`config.mk`:
```
export PLATFORM = sky130hd
export DESIGN_NAME = lut_arbiter
export DESIGN_NICKNAME = d
export VERILOG_FILES = /design/src/rtl/lut_arbiter.sv
export SDC_FILE = /design/constraint.sdc
export NUM_CORES = 1
export LEC_CHECK = 0
export CAP_MARGIN = 40
export CELL_PAD_IN_SITES_DETAIL_PLACEMENT = 1
export CELL_PAD_IN_SITES_GLOBAL_PLACEMENT = 1
export CORE_UTILIZATION = 31
export CTS_BUF_LIST = sky130_fd_sc_hd__clkbuf_8
export CTS_CLUSTER_DIAMETER = 150
export DETAILED_ROUTE_END_ITERATION = 7
export PLACE_DENSITY_LB_ADDON = 0.1
export SLEW_MARGIN = 20
export SYNTH_ARGS = -nofsm -noshare
export SYNTH_HDL_FRONTEND = slang
export SYNTH_SLANG_ARGS = --single-unit
```
`constraint.sdc`:
```
create_clock -name clk -period 2.4 [get_ports clk]
set_clock_uncertainty 0.2 [all_clocks]
set_input_delay 0.36 -clock clk [delete_from_list [all_inputs] [get_ports clk]]
set_output_delay 0.36 -clock clk [all_outputs]
set_load 0.005 [all_outputs]
```
`src/rtl/lut_arbiter.sv`:
```
// Two-requester round-robin arbiter in front of a shared combinational LUT.
// A granted access takes two cycles. In the grant cycle (state READ) the
// address register drives the LUT. In the following cycle the registered
// data and the owner's valid pulse appear.
module lut_arbiter #(
  parameter int ADDR_W = 5,
  parameter int DATA_W = 8
) (
  input  logic              clk,
  input  logic              reset,
  input  logic              req0,
  input  logic [ADDR_W-1:0] addr0,
  input  logic              req1,
  input  logic [ADDR_W-1:0] addr1,
  output logic [ADDR_W-1:0] lut_addr,
  input  logic [DATA_W-1:0] lut_data,
  output logic              gnt0,
  output logic              gnt1,
  output logic              rd_valid0,
  output logic              rd_valid1,
  output logic [DATA_W-1:0] rd_data,
  output logic              busy
);

  typedef enum logic {IDLE, READ} state_t;

  state_t              state, state_nxt;
  logic                ptr, ptr_nxt;      // requester favoured on a tie
  logic                owner, owner_nxt;  // requester whose access is in flight
  logic                win;
  logic [ADDR_W-1:0]   lut_addr_nxt;
  logic [DATA_W-1:0]   rd_data_nxt;
  logic [1:0]          gnt_nxt, rdv_nxt;

  // Next-state logic. Requests are looked at only in IDLE, so a request
  // still held during the grant cycle cannot start a second access.
  always_comb begin
    state_nxt    = state;
    ptr_nxt      = ptr;
    owner_nxt    = owner;
    lut_addr_nxt = lut_addr;
    rd_data_nxt  = rd_data;
    gnt_nxt      = 2'b00;
    rdv_nxt      = 2'b00;
    win          = 1'b0;
    case (state)
      IDLE: begin
        if (req0 || req1) begin
          // A lone requester wins outright. On a tie the pointer decides.
          win          = (req0 && req1) ? ptr : req1;
          state_nxt    = READ;
          owner_nxt    = win;
          ptr_nxt      = ~win;
          lut_addr_nxt = win ? addr1 : addr0;
          gnt_nxt      = win ? 2'b10 : 2'b01;
        end
      end
      READ: begin
        rd_data_nxt = lut_data;
        rdv_nxt     = owner ? 2'b10 : 2'b01;
        state_nxt   = IDLE;
      end
      default: state_nxt = IDLE;
    endcase
  end

  // State and output registers. Reset also cancels an access that is in
  // flight: no valid pulse is produced and the data register is cleared.
  always_ff @(posedge clk) begin
    if (reset) begin
      state     <= IDLE;
      ptr       <= 1'b0;
      owner     <= 1'b0;
      lut_addr  <= '0;
      rd_data   <= '0;
      gnt0      <= 1'b0;
      gnt1      <= 1'b0;
      rd_valid0 <= 1'b0;
      rd_valid1 <= 1'b0;
    end else begin
      state     <= state_nxt;
      ptr       <= ptr_nxt;
      owner     <= owner_nxt;
      lut_addr  <= lut_addr_nxt;
      rd_data   <= rd_data_nxt;
      gnt0      <= gnt_nxt[0];
      gnt1      <= gnt_nxt[1];
      rd_valid0 <= rdv_nxt[0];
      rd_valid1 <= rdv_nxt[1];
    end
  end

  assign busy = (state == READ);

endmodule

```
* Word level (Yosys, flattened, before mapping)
Cells that the tools add are included.
** Word-level totals
- Bits in writable memories :: 0
- Memories :: 0
- Logic and storage cells :: 23
- Register bits :: 20
- Output and inout bits :: 18
- Bits in latches :: 0
- Input port bits :: 22
- ROM bits :: 0
** Operators by class
- Magnitude comparators :: 0
- Div/mod/pow operators :: 0
- Bitwise gates (word level) :: 3
- Reduce and logical (&&, ||, !) cells :: 5
- $add $sub $neg :: 0
- $mul :: 0
- Eq/ne operators :: 0
- Shift-type cells :: 0
- Muxes and demuxes :: 6
** Operator list (number)
- $mux 5 :: 1
- $mux 2 :: 2
- $not 1->1 :: 3
- $reduce_or 3->1 :: 1
- $mux 1 :: 2
- $pmux 1 s2 :: 1
- $reduce_and 2->1 :: 1
- $reduce_or 2->1 :: 1
- $logic_and 1x1->1 :: 1
- $logic_or 1x1->1 :: 1

* Longest topological paths before layout
- Depth after elaboration :: 3
- Mapped depth :: 5
- Gate-level depth less buffers :: 3

* Worst setup path before layout
OpenSTA, ideal clock, no wires.
- Kind :: input -> register
- From :: input port req1
- To :: register lut_addr[0]
- Cell stages on the path :: 4
- Library setup time :: 0.088 ns
- Data required time :: 2.112 ns
- Path slack :: 1.128 ns
- Arrival :: 0.984 ns
- Buffers on the path :: 2
- Path through :: buf_6 > o21ba_1 > buf_6 > a311oi_2
** Between the ends
- Cells in the longest elaborated chain, start to end :: 3
- Elaborated cells between the ends (all ways) :: 5
- Classes of those cells :: mux: 2; reduce/logical: 3
** RTL lines
- start: declaration :: RTL line 13 : input logic req1,
- $logic_and 1x1->1 :: RTL line 50 : win = (req0 && req1) ? ptr : req1;
- $mux 1 :: RTL line 50
- $mux 5 :: RTL line 54 : lut_addr_nxt = win ? addr1 : addr0;
- end signal: assignment :: RTL line 84 : lut_addr <= lut_addr_nxt;
- end: declaration :: RTL line 15 : output logic [ADDR_W-1:0] lut_addr,
Several ways; a longest one is shown, not always the timed one.
A chain may end at the register's enable or synchronous reset.

* Worst setup path after layout
- From :: input port req1
- To :: register lut_addr[2]
Same word-level chain as after synthesis.

==> flow_summary_export.csv <==
group,metric,value,unit
yosys,synthArstFlopShare,0,
power_and_ir_drop,p_leak,0.4608,nW
run,cap_violations,0,
layout,largest_register_ffs,8,
timing,setup_viol,0,
clock_tree,cts.clk_slew.worst_paths,0.08,ns
timing,worstMarginPinSlew,0.3586,ns
clock_tree,cts_made_buffers,3,
clock_tree,cts_resized,0,
critical_path,crit_path_max_incr_delay,0.66,ns
yosys,synth_cells,77,
yosys,synth_top_area_share,0.5272,
yosys,syn_area,759.5,um2
yosys,synthTopCellsByArea,"dfxtp_1, mux2i_1, nor2_1",
placement,dp_hpwl,1452,um
floorplan,initial_core_util,0.3368,
yosys,synth.top_cells.by_count,"dfxtp_1, nor2_1, mux2i_1",
layout,drive_gt1_frac,0.05983,
yosys,synthFlopType,"dfxtp_1",
critical_path,crit_path_start,"req1",
floorplan,core_area,2255,um2
floorplan,top_level_ports,40,
timing,fmax,556.7,MHz
yosys,synth_area_leader_cell,"dfxtp_1",
critical_path,crit_end,"lut_addr[2]",
timing,min_period,1.796,ns
clock_tree,insertion_delay,0.26,ns
timing,fin_crit_sh,0.7484,
grt,grt_pass1_wl,3167,um
drt,wl_met2,936,um
drt,wl_met3,109,um
grt,grt_max_degree,14,
yosys,ys_seq_area_frac,0.5272,
timing,max_slew_margin,0.7610,
clock_tree,ctsHoldBuffers,0,
layout,area_growth,60.63,%
yosys,syn_nets,99,
drt,vias,715,
power_and_ir_drop,powerDensity,636.4,nW/um2
drt,wl,1922,um
worst_hold_path,hold_path.class,"flop to flop",
critical_path,arrival,1.77,ns
timing,final-hold-violation-count,0,
critical_path,r2r_start,"busy",
layout,multi_input_area,316.6,um2
yosys,ys_types,22,
placement,io_buffers,39,
layout,num_antenna_cells,0,
critical_path,path_class,"input pin to flop",
layout,top_register,"rd_data",
drt,wl_met1,859,um
yosys,syn-mean-instance-area,9.863,um2
critical_path,worst-path-max-fanout,10,
timing,final_max_slew_viol_count,0,
floorplan,die_area,2652,um2
placement,dp_slack,0.3361,ns
grt,grt.total_usage,0.1669,
floorplan,rows,17,
drt,wl_per_cell,13.26,um
layout,n_fill_cell,272,
timing,tns,0,ns
drt,top_layer_used,"met4",
clock_tree,cts_setup_buffers,0,
clock_tree,clockBufferDepth,2,
drt,drtPass1Iterations,3,
grt,gr-total-overflow,0,
critical_path,r2r-end,"lut_addr[2]",
clock_tree,cts_tree,"built",
yosys,yosysWarnings,0,
critical_path,cp-start-kind,"input pin",
critical_path,critPathCaptureType,"flop",
drt,drc,0,
layout,top_regs,"rd_data: 8 flops, lut_addr: 5 flops",
drt,ant_nets,0,
yosys,synth.most_common_cell,"dfxtp_1",
critical_path,rr_worst_depth,4,
timing,rsz0062_at_grt,"no",
drt,viasPerCell,4.931,
timing,fin_ws,0.6038,ns
power_and_ir_drop,irDropWorstVdd,0.4433,mV
clock_tree,clock_sinks,20,
status,run_status,"finished clean",
floorplan,die_y,51.50,um
clock_tree,cts_root_buffer,"clkbuf_8",
yosys,synth-edff-count,0,
layout,area.sequential,400.4,um2
floorplan,die_w,51.50,um
critical_path,required,2.37,ns
grt,grt_pass1_vias,663,
layout,nets,140,
critical_path,cpMaxStageDelayCell,"clkdlybuf4s50_1",
clock_tree,h-tree-depth,1,
grt,grt_antenna_before_repair,0,
yosys,synth-seq-cells,20,
placement,place.gp.congestion,0.7581,
critical_path,rrSetupSlack,0.81,ns
drt,drtIter0Drc,7,
critical_path,cp_cell_sequence,"clkdlybuf4s50_1, o21ba_1, nor2_1, a311oi_1",
==> per-layer routing <==
layer	up-vias	GRT usage
met1	340	0.2194
met3	2	0.04094
met5	-	0
met2	20	0.2468
met4	0	0.09459
li1	353	-
==> worst min-delay path by stage <==
stage / from / endpoint / depth (start not counted)
floorplan: owner / rd_valid0 / 1
global placement: owner / rd_valid0 / 1
detailed placement: owner / rd_valid0 / 1
CTS: owner / rd_valid0 / 1
global route: owner / rd_valid0 / 1
finish: owner / rd_valid0 / 1
==> cell usage in the layout, fill, tap and decap left out, drive strengths merged <==
cell type | synthesis | final
mux2i | 8 | 8
o21ai | 6 | 6
nor3b | 1 | 1
a21oi | 1 | 1
o21bai | 1 | 1
a311oi | 5 | 5
and2b | 1 | 1
nand3 | 5 | 5
nor2 | 15 | 15
nand2 | 1 | 1
inv | 2 | 2
nand2b | 1 | 1
buf | 3 | 2
a32oi | 1 | 1
dfxtp | 20 | 20
a211oi | 1 | 1
o21ba | 1 | 1
clkbuf | 2 | 4
nor4 | 1 | 1
clkdlybuf4s50 | 0 | 39
nor3 | 1 | 1
==> per-stage QoR <==
step                hold WS, ns    util  cell area [um2]  instances  total power, mW
detailed placement       0.2512  0.5166             1165        141           0.5253
global placement         0.2469  0.5166             1165        141           0.5207
finish                   0.2628  0.5411             1220        145           0.7763
CTS                      0.2622  0.5411             1220        145           0.7849
global route             0.2774  0.5411             1220        145           0.8124
floorplan                0.2126       -            759.5         77           0.4388
==> worst max-delay path, delay by kind of cell <==
kind	cells	cell delay, ns
AND/OR/NAND/NOR	1	0.08
AO/OA/AOI/OAI	2	0.67
buffers and inverters	1	0.66
==> cell families (layout without fill, tap and decap cells) <==
family	after synthesis	in the layout	synth area share
AOI/OAI and AO/OA	16	16	0.1565
buffers and inverters	7	47	0.05601
DFF	20	20	0.5272
muxes	8	8	0.1054
and+or+nand+nor	26	26	0.1549
==> final cells by class <==
| type | instances | share of cell area |
|---|---|---|
| repair buffers | 41 | 0.3323 |
| flip-flops and latches | 20 | 0.3282 |
| multi-input cells | 50 | 0.2595 |
| clock buffers | 4 | 0.04513 |
| well taps | 28 | 0.02872 |
| inverters | 2 | 0.006154 |
==> where the power goes <==
part | switching (mW) | internal (mW)
registers | 0.0113 | 0.355
logic | 0.0576 | 0.0914
clock network | 0.115 | 0.146
Power figures use the tool's default switching activity.
